## config.mk

```make
export PLATFORM = sky130hd
export DESIGN_NAME = mmio_uart_tx
export DESIGN_NICKNAME = d
export VERILOG_FILES = /design/src/rtl/uart_pkg.sv /design/src/rtl/sync_fifo.sv /design/src/rtl/mmio_uart_tx.sv
export SDC_FILE = /design/constraint.sdc
export NUM_CORES = 1
export LEC_CHECK = 0
export ABC_AREA = 1
export CAP_MARGIN = 25
export CORE_MARGIN = 1
export CORE_UTILIZATION = 50
export CTS_CLUSTER_DIAMETER = 40
export DETAILED_ROUTE_END_ITERATION = 8
export GPL_ROUTABILITY_DRIVEN = 0
export PLACE_DENSITY = 0.78
export SYNTH_ARGS = -nofsm -noshare
export SYNTH_HDL_FRONTEND = slang
export SYNTH_SLANG_ARGS = --single-unit
```

## constraint.sdc

```tcl
create_clock -name CLK -period 2.2 [get_ports CLK]
set_input_delay 0.44 -clock CLK [delete_from_list [all_inputs] [get_ports CLK]]
set_output_delay 0.44 -clock CLK [all_outputs]
set_load 0.02 [all_outputs]
```

## src/rtl/uart_pkg.sv

```systemverilog
// uart_pkg -- shared definitions for the memory-mapped UART transmitter.
//   * tx_state_e     : transmit state machine encoding
//   * REG_*          : word offsets of the registers relative to BASE_ADDR
//   * STAT_* / CTRL_*: bit positions inside the STATUS and CTRL registers
//   * pack_status()  : assembles the STATUS read word from its fields
package uart_pkg;

  typedef enum logic [1:0] {
    ST_IDLE  = 2'd0,
    ST_START = 2'd1,
    ST_DATA  = 2'd2,
    ST_STOP  = 2'd3
  } tx_state_e;

  localparam logic [1:0] REG_TXDATA = 2'd0;
  localparam logic [1:0] REG_STATUS = 2'd1;
  localparam logic [1:0] REG_CTRL   = 2'd2;

  localparam int unsigned STAT_BUSY    = 0;
  localparam int unsigned STAT_FULL    = 1;
  localparam int unsigned STAT_EMPTY   = 2;
  localparam int unsigned STAT_OVF     = 3;
  localparam int unsigned STAT_CNT_LSB = 4;
  localparam int unsigned STAT_CNT_W   = 5;

  localparam int unsigned CTRL_TX_EN  = 0;
  localparam int unsigned CTRL_IRQ_EN = 1;

  // Build the STATUS word; every bit not named here reads as zero.
  function automatic logic [31:0] pack_status(input logic       busy,
                                              input logic       full,
                                              input logic       empty,
                                              input logic       ovf,
                                              input logic [4:0] cnt);
    logic [31:0] s;
    s                             = 32'd0;
    s[STAT_BUSY]                  = busy;
    s[STAT_FULL]                  = full;
    s[STAT_EMPTY]                 = empty;
    s[STAT_OVF]                   = ovf;
    s[STAT_CNT_LSB +: STAT_CNT_W] = cnt;
    return s;
  endfunction

endpackage

```

## src/rtl/sync_fifo.sv

```systemverilog
// sync_fifo -- single-clock show-ahead FIFO.
// Ports:
//   clk, rst      : clock and asynchronous active-high reset (empties the FIFO)
//   push, din     : write request and data; refused when full unless a pop
//                   happens in the same cycle
//   pop, dout     : read request; dout always presents the head entry
//   full, empty   : occupancy flags
//   count         : number of stored entries, 0..DEPTH
module sync_fifo #(
  parameter int unsigned WIDTH = 8,
  parameter int unsigned DEPTH = 8
) (
  input  logic                     clk,
  input  logic                     rst,
  input  logic                     push,
  input  logic                     pop,
  input  logic [WIDTH-1:0]         din,
  output logic [WIDTH-1:0]         dout,
  output logic                     full,
  output logic                     empty,
  output logic [$clog2(DEPTH):0]   count
);

  localparam int unsigned AW = $clog2(DEPTH);
  localparam logic [AW:0] FULL_CNT = (AW+1)'(DEPTH);

  logic [WIDTH-1:0] mem_q [DEPTH];
  logic [AW-1:0]    wr_ptr_q, wr_ptr_d;
  logic [AW-1:0]    rd_ptr_q, rd_ptr_d;
  logic [AW:0]      count_q, count_d;
  logic             push_ok;
  logic             pop_ok;

  assign full  = (count_q == FULL_CNT);
  assign empty = (count_q == '0);
  assign count = count_q;
  assign dout  = mem_q[rd_ptr_q];

  // A push into a full FIFO is only safe when the head leaves in the same cycle.
  assign push_ok = push & (~full | pop);
  assign pop_ok  = pop & ~empty;

  // Pointer and occupancy next-state; pointers wrap naturally at DEPTH (power of two).
  always_comb begin
    wr_ptr_d = wr_ptr_q;
    rd_ptr_d = rd_ptr_q;
    count_d  = count_q;
    if (push_ok) begin
      wr_ptr_d = wr_ptr_q + {{(AW-1){1'b0}}, 1'b1};
    end else begin
      wr_ptr_d = wr_ptr_q;
    end
    if (pop_ok) begin
      rd_ptr_d = rd_ptr_q + {{(AW-1){1'b0}}, 1'b1};
    end else begin
      rd_ptr_d = rd_ptr_q;
    end
    case ({push_ok, pop_ok})
      2'b10:   count_d = count_q + {{AW{1'b0}}, 1'b1};
      2'b01:   count_d = count_q - {{AW{1'b0}}, 1'b1};
      default: count_d = count_q;
    endcase
  end

  // Pointer and occupancy registers.
  always_ff @(posedge clk or posedge rst) begin
    if (rst) begin
      wr_ptr_q <= '0;
      rd_ptr_q <= '0;
      count_q  <= '0;
    end else begin
      wr_ptr_q <= wr_ptr_d;
      rd_ptr_q <= rd_ptr_d;
      count_q  <= count_d;
    end
  end

  // Storage array; contents are don't-care while the FIFO is empty, so no reset.
  always_ff @(posedge clk) begin
    if (push_ok) begin
      mem_q[wr_ptr_q] <= din;
    end
  end

endmodule

```

## src/rtl/mmio_uart_tx.sv

```systemverilog
// mmio_uart_tx -- memory-mapped 8N1 UART transmitter with a transmit FIFO.
// Registers (word offsets from BASE_ADDR):
//   0 TXDATA : store pushes ddata_w[7:0]; loads return 0
//   1 STATUS : busy, full, empty, sticky overflow, count; store with bit3 clears overflow
//   2 CTRL   : bit0 TX_EN, bit1 IRQ_EN
// Ports:
//   CLK, RST            : clock, asynchronous active-high reset
//   daddr, ddata_w, d_w : store address/data/strobe from the core
//   d_r, ddata_r        : load strobe and combinational load data
//   tx                  : serial line (idle high), driven from a flop
//   irq                 : FIFO empty, transmitter idle and IRQ_EN set
module mmio_uart_tx
  import uart_pkg::*;
#(
  parameter int unsigned CLK_DIV    = 434,
  parameter int unsigned FIFO_DEPTH = 8,
  parameter logic [9:0]  BASE_ADDR  = 10'h3F0
) (
  input  logic        CLK,
  input  logic        RST,
  input  logic [9:0]  daddr,
  input  logic [31:0] ddata_w,
  input  logic        d_w,
  input  logic        d_r,
  output logic [31:0] ddata_r,
  output logic        tx,
  output logic        irq
);

  localparam int unsigned CW          = $clog2(FIFO_DEPTH) + 1;
  localparam logic [15:0] BAUD_RELOAD = 16'(CLK_DIV - 1);

  tx_state_e   state_q, state_d;
  logic [15:0] baud_q, baud_d;
  logic [2:0]  bit_q, bit_d;
  logic [7:0]  shift_q, shift_d;
  logic        tx_q, tx_d;
  logic        tx_en_q, tx_en_d;
  logic        irq_en_q, irq_en_d;
  logic        ovf_q, ovf_d;

  logic [9:0]    offset;
  logic          in_range;
  logic          sel_txdata;
  logic          sel_status;
  logic          sel_ctrl;
  logic          push_req;
  logic          fifo_pop;
  logic [7:0]    fifo_dout;
  logic          fifo_full;
  logic          fifo_empty;
  logic [CW-1:0] fifo_count;
  logic          unused_bits;

  // Address decode; the lower-bound test stops wrap-around aliasing near 10'h3FF.
  assign offset     = daddr - BASE_ADDR;
  assign in_range   = (daddr >= BASE_ADDR) && (offset < 10'd3);
  assign sel_txdata = in_range && (offset[1:0] == REG_TXDATA);
  assign sel_status = in_range && (offset[1:0] == REG_STATUS);
  assign sel_ctrl   = in_range && (offset[1:0] == REG_CTRL);
  assign push_req   = d_w && sel_txdata;

  assign unused_bits = ^{ddata_w[31:8]};

  sync_fifo #(
    .WIDTH (8),
    .DEPTH (FIFO_DEPTH)
  ) u_fifo (
    .clk   (CLK),
    .rst   (RST),
    .push  (push_req),
    .pop   (fifo_pop),
    .din   (ddata_w[7:0]),
    .dout  (fifo_dout),
    .full  (fifo_full),
    .empty (fifo_empty),
    .count (fifo_count)
  );

  // Transmit FSM next-state: tx_d is the line level for the cycle after the edge,
  // so START drives low in the very first cycle after the pop.
  always_comb begin
    state_d  = state_q;
    baud_d   = baud_q;
    bit_d    = bit_q;
    shift_d  = shift_q;
    tx_d     = tx_q;
    fifo_pop = 1'b0;
    case (state_q)
      ST_IDLE: begin
        tx_d = 1'b1;
        if (tx_en_q && !fifo_empty) begin
          fifo_pop = 1'b1;
          shift_d  = fifo_dout;
          state_d  = ST_START;
          baud_d   = BAUD_RELOAD;
          bit_d    = 3'd0;
          tx_d     = 1'b0;
        end else begin
          state_d = ST_IDLE;
        end
      end
      ST_START: begin
        if (baud_q == 16'd0) begin
          state_d = ST_DATA;
          baud_d  = BAUD_RELOAD;
          tx_d    = shift_q[0];
          shift_d = {1'b0, shift_q[7:1]};
        end else begin
          baud_d = baud_q - 16'd1;
        end
      end
      ST_DATA: begin
        if (baud_q == 16'd0) begin
          baud_d = BAUD_RELOAD;
          if (bit_q == 3'd7) begin
            state_d = ST_STOP;
            bit_d   = 3'd0;
            tx_d    = 1'b1;
          end else begin
            bit_d   = bit_q + 3'd1;
            tx_d    = shift_q[0];
            shift_d = {1'b0, shift_q[7:1]};
          end
        end else begin
          baud_d = baud_q - 16'd1;
        end
      end
      ST_STOP: begin
        tx_d = 1'b1;
        if (baud_q == 16'd0) begin
          state_d = ST_IDLE;
        end else begin
          baud_d = baud_q - 16'd1;
        end
      end
      default: begin
        state_d = ST_IDLE;
        tx_d    = 1'b1;
        baud_d  = 16'd0;
        bit_d   = 3'd0;
      end
    endcase
  end

  // Control/overflow next-state; the overflow clear shares no address with a push.
  always_comb begin
    tx_en_d  = tx_en_q;
    irq_en_d = irq_en_q;
    ovf_d    = ovf_q;
    if (d_w && sel_ctrl) begin
      tx_en_d  = ddata_w[CTRL_TX_EN];
      irq_en_d = ddata_w[CTRL_IRQ_EN];
    end else begin
      tx_en_d  = tx_en_q;
      irq_en_d = irq_en_q;
    end
    if (d_w && sel_status && ddata_w[STAT_OVF]) begin
      ovf_d = 1'b0;
    end else if (push_req && fifo_full && !fifo_pop) begin
      ovf_d = 1'b1;
    end else begin
      ovf_d = ovf_q;
    end
  end

  // Combinational load mux.
  always_comb begin
    ddata_r = 32'd0;
    if (d_r && in_range) begin
      case (offset[1:0])
        REG_STATUS: ddata_r = pack_status(state_q != ST_IDLE, fifo_full, fifo_empty,
                                          ovf_q, 5'(fifo_count));
        REG_CTRL:   ddata_r = {30'd0, irq_en_q, tx_en_q};
        default:    ddata_r = 32'd0;
      endcase
    end else begin
      ddata_r = 32'd0;
    end
  end

  // State, datapath and register flops; reset drives the line high at once.
  always_ff @(posedge CLK or posedge RST) begin
    if (RST) begin
      state_q  <= ST_IDLE;
      baud_q   <= 16'd0;
      bit_q    <= 3'd0;
      shift_q  <= 8'd0;
      tx_q     <= 1'b1;
      tx_en_q  <= 1'b0;
      irq_en_q <= 1'b0;
      ovf_q    <= 1'b0;
    end else begin
      state_q  <= state_d;
      baud_q   <= baud_d;
      bit_q    <= bit_d;
      shift_q  <= shift_d;
      tx_q     <= tx_d;
      tx_en_q  <= tx_en_d;
      irq_en_q <= irq_en_d;
      ovf_q    <= ovf_d;
    end
  end

  assign tx  = tx_q;
  assign irq = irq_en_q && fifo_empty && (state_q == ST_IDLE);

endmodule
```

# Word-level counts from Yosys, hierarchy flattened
# Memories as Yosys holds them, arrays and structs flattened.
# Cells that the tools add are included.
dict set report totals {
  output_inout_bits 34
  register_bits 43
  ram_bits 64
  input_bits 46
  mem_count 1
  word_cells 106
}
dict set report op_classes {
  n_reduce_logical 31
  bitwise_logic 5
  order_cmp 2
  n_mux 33
  addsub 7
  n_eq_ne 16
}
# name words width read_ports rd_clocked_by_memory_dff write_ports line_no
set mem_list {}
lappend mem_list {u_fifo.mem_q 8 8 1 0 1 sync_fifo.sv:27} ;# logic [WIDTH-1:0] mem_q [DEPTH];
# cell n
set ops {}
lappend ops {{16-bit two-way mux} 3}
lappend ops {{16-bit case mux with 3 select lines} 1}
lappend ops {{32-bit two-way mux} 1}
lappend ops {{8-bit two-way mux} 4}
lappend ops {{8-bit case mux with 3 select lines} 1}
lappend ops {{16-bit zero test} 1}
lappend ops {{8-bit case mux with 2 select lines} 1}
lappend ops {{16-bit by 1-bit subtractor with 16-bit output (second input constant)} 1}
lappend ops {{1-bit logical AND} 14}
lappend ops {{2-bit != test (second input constant)} 7}
lappend ops {{1-bit two-way mux} 11}
lappend ops {{10-bit >= comparator (second input constant)} 1}
lappend ops {{10-bit by 2-bit less-than comparator with 1-bit output (second input constant)} 1}
lappend ops {{10-bit subtractor (second input constant)} 1}
lappend ops {{3-bit by 1-bit adder with 3-bit output (second input constant)} 3}
lappend ops {{3-bit two-way mux} 3}
lappend ops {{2-bit == test (second input constant)} 4}
lappend ops {{2-bit two-way mux} 4}
lappend ops {{2-bit case mux with 4 select lines} 1}
lappend ops {{4-bit case mux with 2 select lines} 1}
lappend ops {{2-bit nonzero test} 4}
lappend ops {{2-bit by 1-bit == test with 1-bit output (second input constant)} 3}
lappend ops {{3-bit case mux with 2 select lines} 1}
lappend ops {{5-bit AND reduction} 1}
lappend ops {{other kinds (16)} 21}

# Logic depth before layout (Yosys ltp)
# Gate-level depths: netlist (run 1).
dict set report logic_depth {
  depth_word 9
  mapped_depth 14
  mapped_depth_nobuf 14
}

# By module
# A second synthesis (run 1) with hierarchy kept.
dict set report hier_totals {
  cells_unflattened 692
  hier_area_um2 5865.6
}
# mod cells_each area_per_inst_um2 seq_area_each_um2 n_inst
set by_module_without_submodules {}
lappend by_module_without_submodules {sync_fifo 366 3417.0 2172.1 1}
lappend by_module_without_submodules {mmio_uart_tx 326 2448.6 827.0 1}

# Worst setup path after synthesis (run 1)
# OpenSTA, ideal clock, no wires.
dict set report synth_path {
  kind {input to register}
  start {input daddr[0]}
  end {register u_fifo.count_q[2] (netlist: u_fifo.count[2])}
  setup_ps 127
  n_path_buf 0
  required_ps 2073
  setup_slack_ps -19
  path_stages 11
  arrival_time_ps 2091
  cell_sequence {ha_1 -> nor2_1 -> nand4_1 -> nor2_2 -> nand3_2 -> ha_1 -> xor2_1 -> ha_1 -> a21oi_1 -> xor2_1 -> o21ai_0}
}
dict set report synth_between {
  elab_chain_len 8
  elab_cells_between_ends 12
  cone_classes {1 x add/sub; 2 x order compare; 2 x eq/ne; 1 x mux; 1 x bitwise; 5 x reduce/logical}
}
# element line_no
set synth_rtl {}
lappend synth_rtl {{from (decl)} mmio_uart_tx.sv:21} ;# input logic [9:0] daddr,
lappend synth_rtl {{10-bit subtractor} mmio_uart_tx.sv:56} ;# assign offset = daddr - BASE_ADDR;
lappend synth_rtl {{10-bit by 2-bit less-than comparator with 1-bit output} mmio_uart_tx.sv:57} ;# assign in_range = (daddr >= BASE_ADDR) && (offset < 10'd3);
lappend synth_rtl {{1-bit logical AND} mmio_uart_tx.sv:57}
lappend synth_rtl {{1-bit logical AND (*)} mmio_uart_tx.sv:58} ;# assign sel_txdata = in_range && (offset[1:0] == REG_TXDATA);
lappend synth_rtl {{1-bit logical AND (*)} mmio_uart_tx.sv:61} ;# assign push_req = d_w && sel_txdata;
lappend synth_rtl {{1-bit bitwise AND (*)} sync_fifo.sv:40} ;# assign push_ok = push & (~full | pop);
lappend synth_rtl {{2-bit by 1-bit == test with 1-bit output or 2-bit == test (tied branches)} sync_fifo.sv:58} ;# case ({push_ok, pop_ok})
lappend synth_rtl {{4-bit case mux with 2 select lines or 2-bit nonzero test (tied branches)} n/a}
lappend synth_rtl {{to (signal assigned)} sync_fifo.sv:74} ;# count_q <= count_d;
lappend synth_rtl {{to (decl)} sync_fifo.sv:30} ;# logic [AW:0] count_q, count_d;
# Mark *: on every way between the ends. The rest lies on a longest branch, timed or not.
# A chain may end at the register's enable or synchronous reset.

# Worst setup path in the final report (run 1)
dict set report layout_path {
  start {register state_q[0]}
  end {register u_fifo.count_q[2] (netlist: u_fifo.count[2])}
}
dict set report layout_between {
  elab_chain_len 6
  elab_cells_between_ends 9
  cone_classes {2 x eq/ne; 2 x mux; 3 x bitwise; 2 x reduce/logical}
}
# element line_no
set layout_rtl {}
lappend layout_rtl {{from (decl)} mmio_uart_tx.sv:33} ;# tx_state_e state_q, state_d;
lappend layout_rtl {{from (signal assigned)} mmio_uart_tx.sv:194} ;# state_q <= state_d;
lappend layout_rtl {{2-bit zero test (*)} mmio_uart_tx.sv:89} ;# case (state_q)
lappend layout_rtl {{1-bit two-way mux (*)} mmio_uart_tx.sv:89}
lappend layout_rtl {{1-bit bitwise OR} sync_fifo.sv:40}
lappend layout_rtl {{1-bit bitwise AND} sync_fifo.sv:40}
lappend layout_rtl {{2-bit by 1-bit == test with 1-bit output or 2-bit == test (tied branches)} sync_fifo.sv:58}
lappend layout_rtl {{4-bit case mux with 2 select lines or 2-bit nonzero test (tied branches)} n/a}
# Marks and branches as above.

==> results of run 1 <==
tightest hold or removal path, stage by stage (launching register included):
cell	delay, ps
sky130_fd_sc_hd__dfrtp_1	340
sky130_fd_sc_hd__nand2_1	60
sky130_fd_sc_hd__nand2_1	60
flip-flops by register name, summed over array words and instances, names as in the netlist, 2 cells and up:
register,cells
baud_q,16
bit_q,3
shift_q,8
state_q,2
u_fifo.count,4
u_fifo.mem_q,64
u_fifo.rd_ptr_q,3
u_fifo.wr_ptr_q,3
kinds of logic (layout without fill, tap and decap cells):
kind of cell | after synthesis | after routing
compound gates | 31 | 31
flops | 107 | 107
buf+inv | 104 | 142
xor+xnor | 10 | 10
simple gates | 368 | 368
other cells | 1 | 24
fa+ha+maj | 16 | 16
worst max-delay path by stage:
stage,endpoint
after floorplan,u_fifo.count[2]
after global routing,u_fifo.count[2]
after global placement,ddata_r[2]
final,u_fifo.count[2]
after CTS,ddata_r[5]
after detailed placement,ddata_r[5]
metrics by stage:
| stage | area, um2 | hold slack [ps] | utilization |
|---|---|---|---|
| after global routing | 6540 | 499 | 0.598 |
| final | 6540 | 484 | 0.598 |
| after detailed placement | 6170 | 465 | 0.565 |
| after CTS | 6460 | 483 | 0.591 |
| after global placement | 6170 | 457 | 0.565 |
| after floorplan | 5730 | 441 | - |
placed cells by master (no fill, tap or decap), types with 3 or more instances in the layout:
master and instances:
sky130_fd_sc_hd__nand2_4 4, sky130_fd_sc_hd__inv_1 52, sky130_fd_sc_hd__clkbuf_16 9, sky130_fd_sc_hd__nand3_2 4, sky130_fd_sc_hd__buf_2 7, sky130_fd_sc_hd__nor2_4 4
sky130_fd_sc_hd__dfrtp_1 41, sky130_fd_sc_hd__buf_4 31, sky130_fd_sc_hd__clkdlybuf4s50_1 12, sky130_fd_sc_hd__nor2_1 58, sky130_fd_sc_hd__clkinv_1 4, sky130_fd_sc_hd__conb_1 24
sky130_fd_sc_hd__nand3_1 82, sky130_fd_sc_hd__ha_1 12, sky130_fd_sc_hd__nand2_1 178, sky130_fd_sc_hd__nand3_4 3, sky130_fd_sc_hd__nand2_2 7, sky130_fd_sc_hd__edfxtp_1 64
sky130_fd_sc_hd__nand4_1 8, sky130_fd_sc_hd__nor2_2 9, sky130_fd_sc_hd__dlygate4sd2_1 3, sky130_fd_sc_hd__xor2_1 7, sky130_fd_sc_hd__o21ai_0 10, sky130_fd_sc_hd__dlymetal6s2s_1 6
sky130_fd_sc_hd__o21ai_1 10, sky130_fd_sc_hd__or2_2 8, sky130_fd_sc_hd__a21oi_1 4, sky130_fd_sc_hd__inv_2 7
power by group:
| group | total [mW] | leakage, nW | internal, mW | switching [mW] |
|---|---|---|---|---|
| sequential | 2.59 | 1.12 | 2.38 | 0.212 |
| combinational | 2.72 | 1.74 | 0.931 | 1.79 |
| clock | 1.67 | 0.153 | 0.933 | 0.738 |
| total | 6.98 | 3.01 | 4.24 | 2.74 |
repair_timing:
action                                  CTS  global route
pin swaps                                 5            13
resized for setup                        43            26
setup buffers                             0             1
endpoints found under the setup margin   76            72
routing by layer:
layer  part of all wire  GRT usage  up-vias
met3              0.056     0.0446       24
li1                   -          -     2131
met5                  0          0        -
met1               0.41      0.258     2088
met4              0.022     0.0939        0
met2               0.51      0.383      173
cell type report:
| type | count | area (um2) | area share |
|---|---|---|---|
| clock buffers | 11 | 243 | 0.0371 |
| clock inverters | 5 | 67.6 | 0.0103 |
| inverters | 65 | 249 | 0.0380 |
| multi-input cells | 449 | 2310 | 0.353 |
| flip-flops and latches | 107 | 3000 | 0.459 |
| well taps | 140 | 175 | 0.0268 |
| repair buffers | 61 | 499 | 0.0763 |
==> impl.org, run 1 <==
** Hold path
- The worst hold path begins at shift_q[2].
- The path with the worst hold slack has its endpoint at shift_q[2].
- Hold path cells :: 2
- The tightest min-delay check is of the reg -> reg type.

** Timing
- Max-slew violation count :: 0
- The routed design could run at a clock period as short as 2080 ps.
- Adding up every negative setup slack in the final design gives 0 ps.
- Timing would allow up to 481 MHz.
- Dividing the final minimum period by the clock period gives 0.944.
- Final worst clock skew :: 8.61 ps
- Setup WS post-layout :: 123 ps
- Setup violations remaining at the end of the flow were counted as 0.
- In this run the tightest slew margin relative to its limit is 0.620.
- Final hold violation count :: 0
- Transition time at the pin with the least slew margin :: 570 ps

** Worst setup path
- Reg2Reg Launch Point :: state_q[0]
- At the worst endpoint, the required time is 2440 ps.
- STA classifies the critical path endpoint as a register.
- Origin of the worst setup path :: state_q[0]
- Data arrival time at the worst-slack endpoint :: 2320 ps
- Counting cells, the worst reg-to-reg path comes to 11.
- Across all register-to-register paths, the minimum setup slack is 120 ps.
- Worst r2r dst :: u_fifo.count[2]
- For this run, the slowest stage of the critical path takes 420 ps.
- Cell occurring most often along the worst timing path :: sky130_fd_sc_hd__ha_4
- The worst setup path is launched from a register.
- The cell family contributing the most delay on the critical path is adder cells.
- The number of buffers and inverters on the critical path is 1.
- The critical path runs through a total of 11 cells.
- The signal on the critical path passes through inv_2 > ha_4 > nand3_2 > nand2_4 > nand3_4 > ha_4 > xor2_2 > ha_2 > a21oi_2 > xor2_1 > o21ai_1.
- The worst setup path is of the reg -> reg kind.
- Largest driver fanout on the critical path :: 4
- Highest-delay cell along the critical path :: sky130_fd_sc_hd__dfrtp_1

** Floorplanning
- In this run the count of I/O pins placed on the die edge is 80.
- The initial utilization of the core area, before any placement, comes to 0.516.
- The die covers 11700 um2.
- The die is 108 um tall.
- Core area :: 10900 um2
- Row generation in the floorplan step produced 38 rows.
- Die Span X :: 108 um

** Clock network
- Clock buffers created by TritonCTS :: 9
- Hold repair after CTS inserted 0 buffers.
- At the later pin of the worst-skew pair, clock insertion delay measures 350 ps.
- In this run the number of H-tree levels came out at 3.
- The clock drives 107 sinks.
- Clock-pin slew was measured on the worst setup and hold paths at 70 ps.
- Clock Tree Buf Depth :: 2
- The root buffer cell chosen for the clock tree is sky130_fd_sc_hd__clkbuf_16.
- TritonCTS clock tree :: done

** Synthesis
- Of the total synthesized cell area, the portion taken by XOR and XNOR cells is 0.0155.
- Proportion of synthesized flip-flops having asynchronous set or reset :: 0.402
- Synthesized cell area :: 5640 um2
- The share of synthesized area in the top cell type comes to 0.341.
- Share of synthesized cell area in full adder, half adder and majority cells :: 0.0355
- Main area contributors after synthesis :: sky130_fd_sc_hd__edfxtp_1 34%, sky130_fd_sc_hd__dfrtp_1 19%, sky130_fd_sc_hd__nand2_1 12%
- Sequential share of the synthesized area :: 0.532
- Most frequent cell after synthesis :: sky130_fd_sc_hd__nand2_1
- After synthesis the netlist holds a flip-flop and latch count of 107.
- Multiplexer area fraction after synthesis :: 0
- Cell type contributing the most total cell area after synthesis :: sky130_fd_sc_hd__edfxtp_1
- The most used flip-flop cell after synthesis is sky130_fd_sc_hd__edfxtp_1.
- The compound-cell area share of the yosys netlist came to 0.0313.
- Number of instances in the synthesized netlist :: 637
- By area, the combinational part of the netlist is dominated by simple AND/OR/NAND/NOR gates.
- A synthesized cell averages 8.85 um2.
- In the synthesized netlist, the cells that appear most often are 179 x sky130_fd_sc_hd__nand2_1, 83 x sky130_fd_sc_hd__nand3_1, 64 x sky130_fd_sc_hd__edfxtp_1.
- The Yosys step of the flow raised 0 warnings.
- Yosys mapped a number of flops with a built-in enable equal to 64.
- Unique cell type count in the Yosys netlist :: 36
- Simple-gate share of the synthesized area :: 0.295

** Finish
- Fill count :: 849
- N_diodes :: 0
- Excluding fillers, the count of instances in the completed layout stands at 838.
- Nets :: 755
- Share of post-route cells with drive strength above 1 :: 0.162
- Relative to the synthesized area, the layout overhead comes to 16.1%.

** GRT
- Global routing finished with a remaining overflow of 0.
- The first global-routing pass estimated 19.3 mm of wire.
- The initial antenna violation count was 0.
- Entering global routing, the biggest net connects 44 pins.
- All-Layer GR Usage :: 0.218
- The via count of the first global-routing pass came to 4189.

** Routing
- Total wirelength of the detailed-routed design :: 11.9 mm
- The count of nets left with antenna violations once routing finished came out at 0.
- The detailed router finished its first iteration with 397 violations.
- In the final routed layout, each cell accounts on average for 14.2 um.
- Routed vias :: 4416
- First drt pass iteration count :: 5
- Via density per instance :: 5.27
- After detailed routing, the number of remaining DRC violations is 0.

** Power
- Power spread over the standard cell area amounts to 1070 nW/um2.
- VDD IR-drop max :: 0.687 mV
- For this design the static power due to leakage is 3.01 nW.
- Total design power :: 6.98 mW

** Run
- Max Cap Violations :: 0

** Placement
- OpenSTA, run right after detailed placement, puts the worst setup slack at -679 ps.
- Post-DP HPWL :: 7.95 mm
- Once placement completed, the tool counted placed cells totaling 821.
- IO buf count :: 31

** Outcome
- The flow ran to the end, and the final reports show no timing, DRC or antenna violations.
No activity file was read; power rests on OpenSTA's default activity.
==> inputs of run 2 (changes only) <==
- GPL_TIMING_DRIVEN: not set -> 0
- SYNTH_HIERARCHICAL: not set -> 1
==> impl.org, run 2 <==
** Outcome
- Result of the run :: finished with violations
- The checks that failed: negative setup slack.

** Timing
- Clock skew on the completed layout was measured at 9.68 ps.
- Final clock period utilization by the worst path :: 1.01
- Setup WS post-layout :: -11.2 ps
- After layout, the minimum clock period comes to 2210 ps.
- Adding up every negative setup slack in the final design gives -21.5 ps.
- The worst pin sits at a relative slew slack of 0.506.
- Max-slew violation count :: 0
- For the pin with the worst max-slew slack, the measured transition is 738 ps.
- Based on the critical path, the design can be clocked at up to 452 MHz.
- The final hold violation count came to 0.
- Setup repair after global routing could not meet its margin everywhere.
- Setup-violating endpoint count in the final report :: 2

** Floorplanning
- The floorplan has 39 rows.
- The die is 110 um wide.
- For this configuration, the core starts out at a cell density of 0.514.
- Top-level I/O count :: 80
- The floorplan step defined a die boundary enclosing 12200 um2.
- Measured along the y axis, the die boundary spans 110 um.
- Core area :: 11400 um2

** Routing
- Via density per instance :: 5.06
- Antenna-violating nets left :: 0
- Routed vias :: 4750
- Violation count after the first detailed-routing iteration :: 361
- Average routed wire per standard cell :: 14.2 um
- Total wirelength of the detailed-routed design :: 13.3 mm
- Before antenna repair, the detailed router went through 5 iterations.
- Remaining design rule violation count :: 0

** Synthesis
- Among all cell types in the netlist, the one instantiated most often is sky130_fd_sc_hd__nand2_1.
- After synthesis, the share of flip-flops with an asynchronous set or reset is 0.402.
- Post-synth top cells :: 199 x sky130_fd_sc_hd__nand2_1, 119 x sky130_fd_sc_hd__nor2_1, 90 x sky130_fd_sc_hd__inv_1
- Yosys mapped the design onto 41 distinct sky130hd cell types.
- Of the post-synthesis cell area, the dominant cell type holds 0.328.
- Synthesized cell area :: 5870 um2
- Post-synthesis sequential element count :: 107
- Synthesized area per cell :: 8.48 um2
- Yosys mapped a number of flops with a built-in enable equal to 64.
- Of all cell types, the one taking the most synthesized area is sky130_fd_sc_hd__edfxtp_1.
- For this run, the number of Yosys warnings is 6.
- Main area contributors after synthesis :: sky130_fd_sc_hd__edfxtp_1 33%, sky130_fd_sc_hd__dfrtp_1 18%, sky130_fd_sc_hd__nand2_1 13%
- Sequential share of the synthesized area :: 0.511
- Number of instances in the synthesized netlist :: 692
- Top FF cell, synth :: sky130_fd_sc_hd__edfxtp_1

** Worst setup path
- The slowest stage of the critical path is the sky130_fd_sc_hd__dfrtp_2 cell.
- Reg2Reg Launch Point :: u_fifo/count[0]
- STA classifies the critical path endpoint as a register.
- Following the worst setup path forward leads to its endpoint at u_fifo/count[3].
- For this run, the slowest stage of the critical path takes 430 ps.
- Required @ worst endpoint :: 2450 ps
- Setup slack on the worst flop-to-flop path :: -10 ps
- Largest driver fanout on the critical path :: 6
- Critical path buffers and inverters :: 4
- Critical path cell sequence :: nor2_4 > nand3_2 > inv_2 > inv_4 > nand3_4 > inv_4 > inv_2 > nand4_1 > nand2_4 > ha_4 > ha_4 > or2_4 > nand2_1 > nand2_1 > nand3_1 > nand2_1
- Grouping stages by cell kind, the critical path spends the most delay in simple AND/OR/NAND/NOR gates.
- Worst Path Class, Setup :: reg -> reg
- Origin of the worst setup path :: u_fifo/count[0]
- STA classifies the critical path startpoint as a register.
- The most numerous cell type found on the critical path is sky130_fd_sc_hd__nand2_1.
- Data on the critical path arrives at its endpoint at 2460 ps.
- The endpoint identified for the worst register-to-register timing path is u_fifo/count[3].
- The number of cells on the worst reg-to-reg path is 16.
- The critical path runs through a total of 16 cells.

** Finish
- Share of post-route cells with drive strength above 1 :: 0.204
- Area delta synth->final :: 23.0%
- The repair_antennas step left the layout with diodes totalling 0.
- Commonest cells after routing, fill and taps aside :: 198 x sky130_fd_sc_hd__nand2_1, 110 x sky130_fd_sc_hd__nor2_1, 80 x sky130_fd_sc_hd__inv_1
- The register with the most flip-flops in the layout has 64 of them.
- The final layout contains 853 nets.
- Register with the most flip-flops :: u_fifo/mem_q
- Largest registers :: u_fifo/mem_q x64, baud_q x16, shift_q x8
- Leading cell type in the layout, fill and taps excluded :: sky130_fd_sc_hd__nand2_1
- After filler insertion, the fill cell instance count of the layout stands at 892.

** Clock network
- Clock latency on the worst-skew pair, taken at its later pin, is 360 ps.
- CTS clk-pin slew, worst paths :: 80 ps
- Clock buffers created by TritonCTS :: 9
- The H-tree was split into 3 levels.
- TritonCTS clock tree :: done
- The tree is rooted in a sky130_fd_sc_hd__clkbuf_16.
- Clock Tree Buf Depth :: 2
- Cts-stage hold buffer count :: 0
- The clock drives 107 sinks.

** GRT
- The via count of the first global-routing pass was 4514.
- The initial antenna violation count came to 0.
- In the global route stage, overall resource usage came out at 0.223.
- Entering global routing, the biggest net connects 21 pins.
- The first global-routing pass estimated 20.4 mm of wire.
- Total grt overflow :: 0

** Power
- In this run the static leakage power is 3.40 nW.
- VDD IR-drop max :: 0.745 mV
- Power comes to 4.42 mW.
- Power per cell area :: 612 nW/um2

** Placement
- In this run the tool buffered the top-level ports with 31 buffer cells.
- Post-DP HPWL :: 8.60 mm

** Hold path
- The tightest min-delay check is of the in -> async type.

** Run
- The tool flagged a number of max-cap violations equal to 0.
[run 2: cell families (layout without fill, tap and decap cells)]
group | after synthesis | count (layout) | synth area share
AND/OR/NAND/NOR | 382 | 382 | 0.277
XOR/XNOR | 10 | 10 | 0.0149
multiplexers | 7 | 7 | 0.0119
AO/OA/AOI/OAI | 35 | 35 | 0.0384
buffers and inverters | 133 | 213 | 0.109
adder cells (fa/ha/maj) | 17 | 17 | 0.0375
flip-flops | 107 | 107 | 0.511
other | 1 | 24 | 0.000639
[run 2: power by group]
group          total, mW  internal [mW]  leakage [nW]  switching (mW)
registers           2.18           2.16          1.16          0.0279
clock network       1.70          0.913         0.155           0.787
logic              0.534          0.193          2.08           0.341
[run 2: repair_timing]
action,in CTS,in global routing
pin swaps,13,22
gates resized for setup,79,32
endpoints found under the setup margin,76,59
gates cloned,0,0
buffers inserted,16,16
[run 2: stage by stage]
step | hold slack [ps] | cells | cell area [um2] | util | setup WS (ps)
floorplan | 280 | 715 | 6000 | - | 4.86
global placement | 465 | 889 | 6490 | 0.568 | -713
detailed placement | 472 | 890 | 6520 | 0.571 | -817
CTS | 402 | 922 | 7000 | 0.613 | -39.7
global route | 442 | 938 | 7210 | 0.632 | -128
finish | 395 | 938 | 7210 | 0.632 | -11.2
[run 2: area by class of cell]
class | count | area, um2 | area share
clock inverters | 7 | 90.1 | 0.0125
plain buffers | 41 | 292 | 0.0404
repair buffers | 64 | 553 | 0.0767
well taps | 143 | 179 | 0.0248
multi-input cells | 475 | 2520 | 0.350
inverters | 92 | 350 | 0.0486
flip-flops and latches | 107 | 3000 | 0.416
clock buffers | 9 | 225 | 0.0312
[run 2: worst min-delay path by stage]
stage                           from              end  slack [ps]
after floorplan                  RST  u_fifo/count[0]         280
after detailed placement  shift_q[1]       shift_q[1]         470
after CTS                        RST  u_fifo/count[1]         400
after global placement    shift_q[1]       shift_q[1]         460
final                            RST  u_fifo/count[1]         390
after global routing             RST  u_fifo/count[1]         440
[run 2: metal layers]
layer	up-vias	global-route usage	share of wire
met5	-	0	0
met4	0	0.101	0.022
li1	2321	-	-
met3	31	0.0541	0.049
met2	151	0.381	0.53
met1	2247	0.264	0.40
==> inputs of run 3 (changes only) <==
- TNS_END_PERCENT: not set -> 5
==> impl.org, run 3 (synthesized netlist as in run 2, its figures left out) <==
** Finish
- The register with the most flip-flops in the final layout is u_fifo/mem_q.
- In the layout the commonest cells are 198 x sky130_fd_sc_hd__nand2_1, 110 x sky130_fd_sc_hd__nor2_1, 81 x sky130_fd_sc_hd__inv_1.
- Nets :: 843
- N_diodes :: 0
- Of the cells placed in the final design, the portion with a size suffix greater than 1 is 0.190.
- Once layout is complete, the utilization of the core stands at 0.626.
- The largest registers in the layout are u_fifo/mem_q x64, baud_q x16, shift_q x8.
- Post-layout instance count excluding filler cells :: 928
- Number of flip-flops in the largest register :: 64
- Compared with the post-synthesis result, the final layout area differs by 21.9%.
- Final instance area :: 7150 um2
- The library cell used most frequently in the layout, excluding fill and tap cells, is sky130_fd_sc_hd__nand2_1.

** Timing
- Measured against its own limit, the worst slew margin works out to 0.494.
- The final hold violation count is 0.
- Max-slew violation count :: 0
- Setup repair after global routing could not meet its margin everywhere.
- Final worst clock skew :: 7.51 ps
- Transition time at the pin with the least slew margin :: 756 ps
- The smallest clock period supported by the final layout is computed as 2320 ps.
- Setup-violating endpoint count in the final report :: 19
- Final total negative setup slack :: -1270 ps
- Derived from the worst setup path, the maximum achievable clock frequency is 432 MHz.
- Setup WS post-layout :: -117 ps
- Final clock period utilization by the worst path :: 1.05

** Placement
- The count of buffers added on input and output ports is 31.
- Post-DP HPWL :: 8.60 mm
- Placed inst area :: 6520 um2
- In this run, placement finished with an instance count of 890.

** Outcome
- Result of the run :: finished with violations
- Violations in the final reports :: negative setup slack

** Worst setup path
- The signal on the critical path passes through inv_2 > nand3_2 > inv_2 > inv_4 > nand3_4 > inv_4 > inv_1 > nand4_1 > nand2_4 > ha_4 > ha_4 > or2_4 > nand2_1 > nand2_1 > nand3_1 > nand2_1.
- Critical path buffers and inverters :: 5
- Worst Path Class, Setup :: reg -> reg
- Cell class contributing the biggest share of worst-path delay :: simple AND/OR/NAND/NOR gates
- By instance count, the cell type seen most on the critical path is sky130_fd_sc_hd__nand2_1.
- In this design, the stage delay of the slowest critical-path cell is 460 ps.
- For the worst setup path, the data required time is 2450 ps.
- Data arrives at the worst endpoint at 2560 ps.
- Along the worst path, the maximum fanout reaches 6.
- Highest-delay cell along the critical path :: sky130_fd_sc_hd__dfrtp_2
- Nature of the critical path endpoint :: register
- Critical Path Start Type :: register

** GRT
- The first global-routing pass estimated 19.9 mm of wire.
- Number of antenna violations at the first check in global routing :: 0
- In the global route stage, overall resource usage came out at 0.217.
- Entering global routing, the biggest net connects 21 pins.
- Number of global-route vias before repair :: 4450
- Total grt overflow :: 0

** Power
- Of the total power, combinational logic draws 0.120.
- For this design the static power due to leakage is 3.35 nW.
- Of the total power, the share spent switching nets is 0.260.
- The share of total power dissipated in sequential elements is 0.496.
- Of the total power, the clock network draws 0.384.
- Int Power :: 3.26 mW
- VDD IR-drop max :: 0.752 mV
- Switching component of the power :: 1.14 mW
- Power per cell area :: 616 nW/um2

** Run
- Max Cap Violations :: 0

** Routing
- Antenna-violating nets left :: 0
- Violation count after the first detailed-routing iteration :: 316
- After detailed routing, the average wire length per cell comes to 13.8 um.
- After detailed routing, the met2 layer carries 6.87 mm of wire.
- Routed vias :: 4665
- The first detailed-routing pass took 5 iterations.
- Remaining design rule violation count :: 0
- Sum of met3 wire segment lengths after detailed routing :: 537 um
- The detailed router put a total of 5.20 mm of wire on met1.
- In this run the top signal layer used is met4.
- Total wirelength of the detailed-routed design :: 12.8 mm
- Dividing the detail-routed via count by the number of cells gives 5.03.

** Floorplanning
- The floorplan has 39 rows.
- For this design the top-level I/O count stands at 80.
- Die Span X :: 110 um
- In this run the standard cell core region covers 11400 um2.
- For this configuration, the core starts out at a cell density of 0.514.
- Chip height :: 110 um
- The die covers 12200 um2.

** Clock network
- CTS clk-pin slew, worst paths :: 70 ps
- Clock latency on the worst-skew pair :: 360 ps
- TritonCTS clock tree :: done
- Number of clock sinks :: 107
- After clock tree synthesis, the flow added hold-fix buffers numbering 0.
- Buffers inserted during clock tree synthesis total 9.
- CTS placed an instance of sky130_fd_sc_hd__clkbuf_16 at the clock tree root.
- Clock Tree Buf Depth :: 2
- Depth of the CTS H-tree :: 3

** Hold path
- Kind of path behind the tightest hold check :: in -> async
-- run 3: changes by cell type in the layout (fill, tap and decap cells not counted), sizes merged --
cell | previous run | this run
buf | 78 | 68
clkbuf | 15 | 13
clkdlybuf4s15 | 4 | 2
dlygate4sd2 | 2 | 5
dlymetal6s2s | 0 | 1
-- run 3: per-stage QoR --
stage               power, mW  setup WS [ps]  hold WS (ps)
detailed placement       2.74           -817           472
floorplan                2.61           4.86           280
global placement         2.72           -713           465
finish                   4.41           -117           393
CTS                      4.44           -134           402
global route             4.58           -203           443
-- run 3: area by class of cell --
type | count | area [um2]
Sequential cell | 107 | 3000
Timing Repair Buffer | 54 | 484
Fill cell | 899 | 4270
Clock inverter | 7 | 90.1
Tap cell | 143 | 179
Inverter | 92 | 353
Multi-Input combinational cell | 475 | 2530
Buffer | 41 | 292
Clock buffer | 9 | 225
-- run 3: path summary, 6_finish.rpt --
path | start | endpoint | slack [ps] | cells after the start
min | RST | u_fifo/count[1] | 390 | 2
max | u_fifo/count[2] | u_fifo/count[3] | -120 | 16
max reg2reg | u_fifo/count[2] | u_fifo/count[3] | -120 | 16
min in group CLK | shift_q[1] | shift_q[1] | 490 | 2
min reg2reg | shift_q[1] | shift_q[1] | 490 | 2
max in group asynchronous | RST | tx | 1070 | 3
-- run 3: power by group through the flow --
stage | clock, mW | sequential (mW) | combinational, mW
6_report | 1.69 | 2.18 | 0.530
5_1_grt | 1.80 | 2.19 | 0.589
4_1_cts | 1.73 | 2.18 | 0.524
3_5_place_dp | 0 | 2.23 | 0.517
3_3_place_gp | 0 | 2.22 | 0.494
2_1_floorplan | 0 | 2.22 | 0.386
-- run 3: what timing repair did --
| action | in CTS | in global routing |
|---|---|---|
| setup endpoints to repair | 76 | 75 |
| resized for setup | 72 | 33 |
| setup buffers | 7 | 15 |
| pin swaps | 10 | 14 |
| hold endpoints to repair | 0 | 0 |
-- run 3: metal layers --
metal,track usage,vias to the layer above
li1,-,2302
met1,0.257,2202
met2,0.376,134
met3,0.0529,27
met4,0.0902,0
met5,0,-
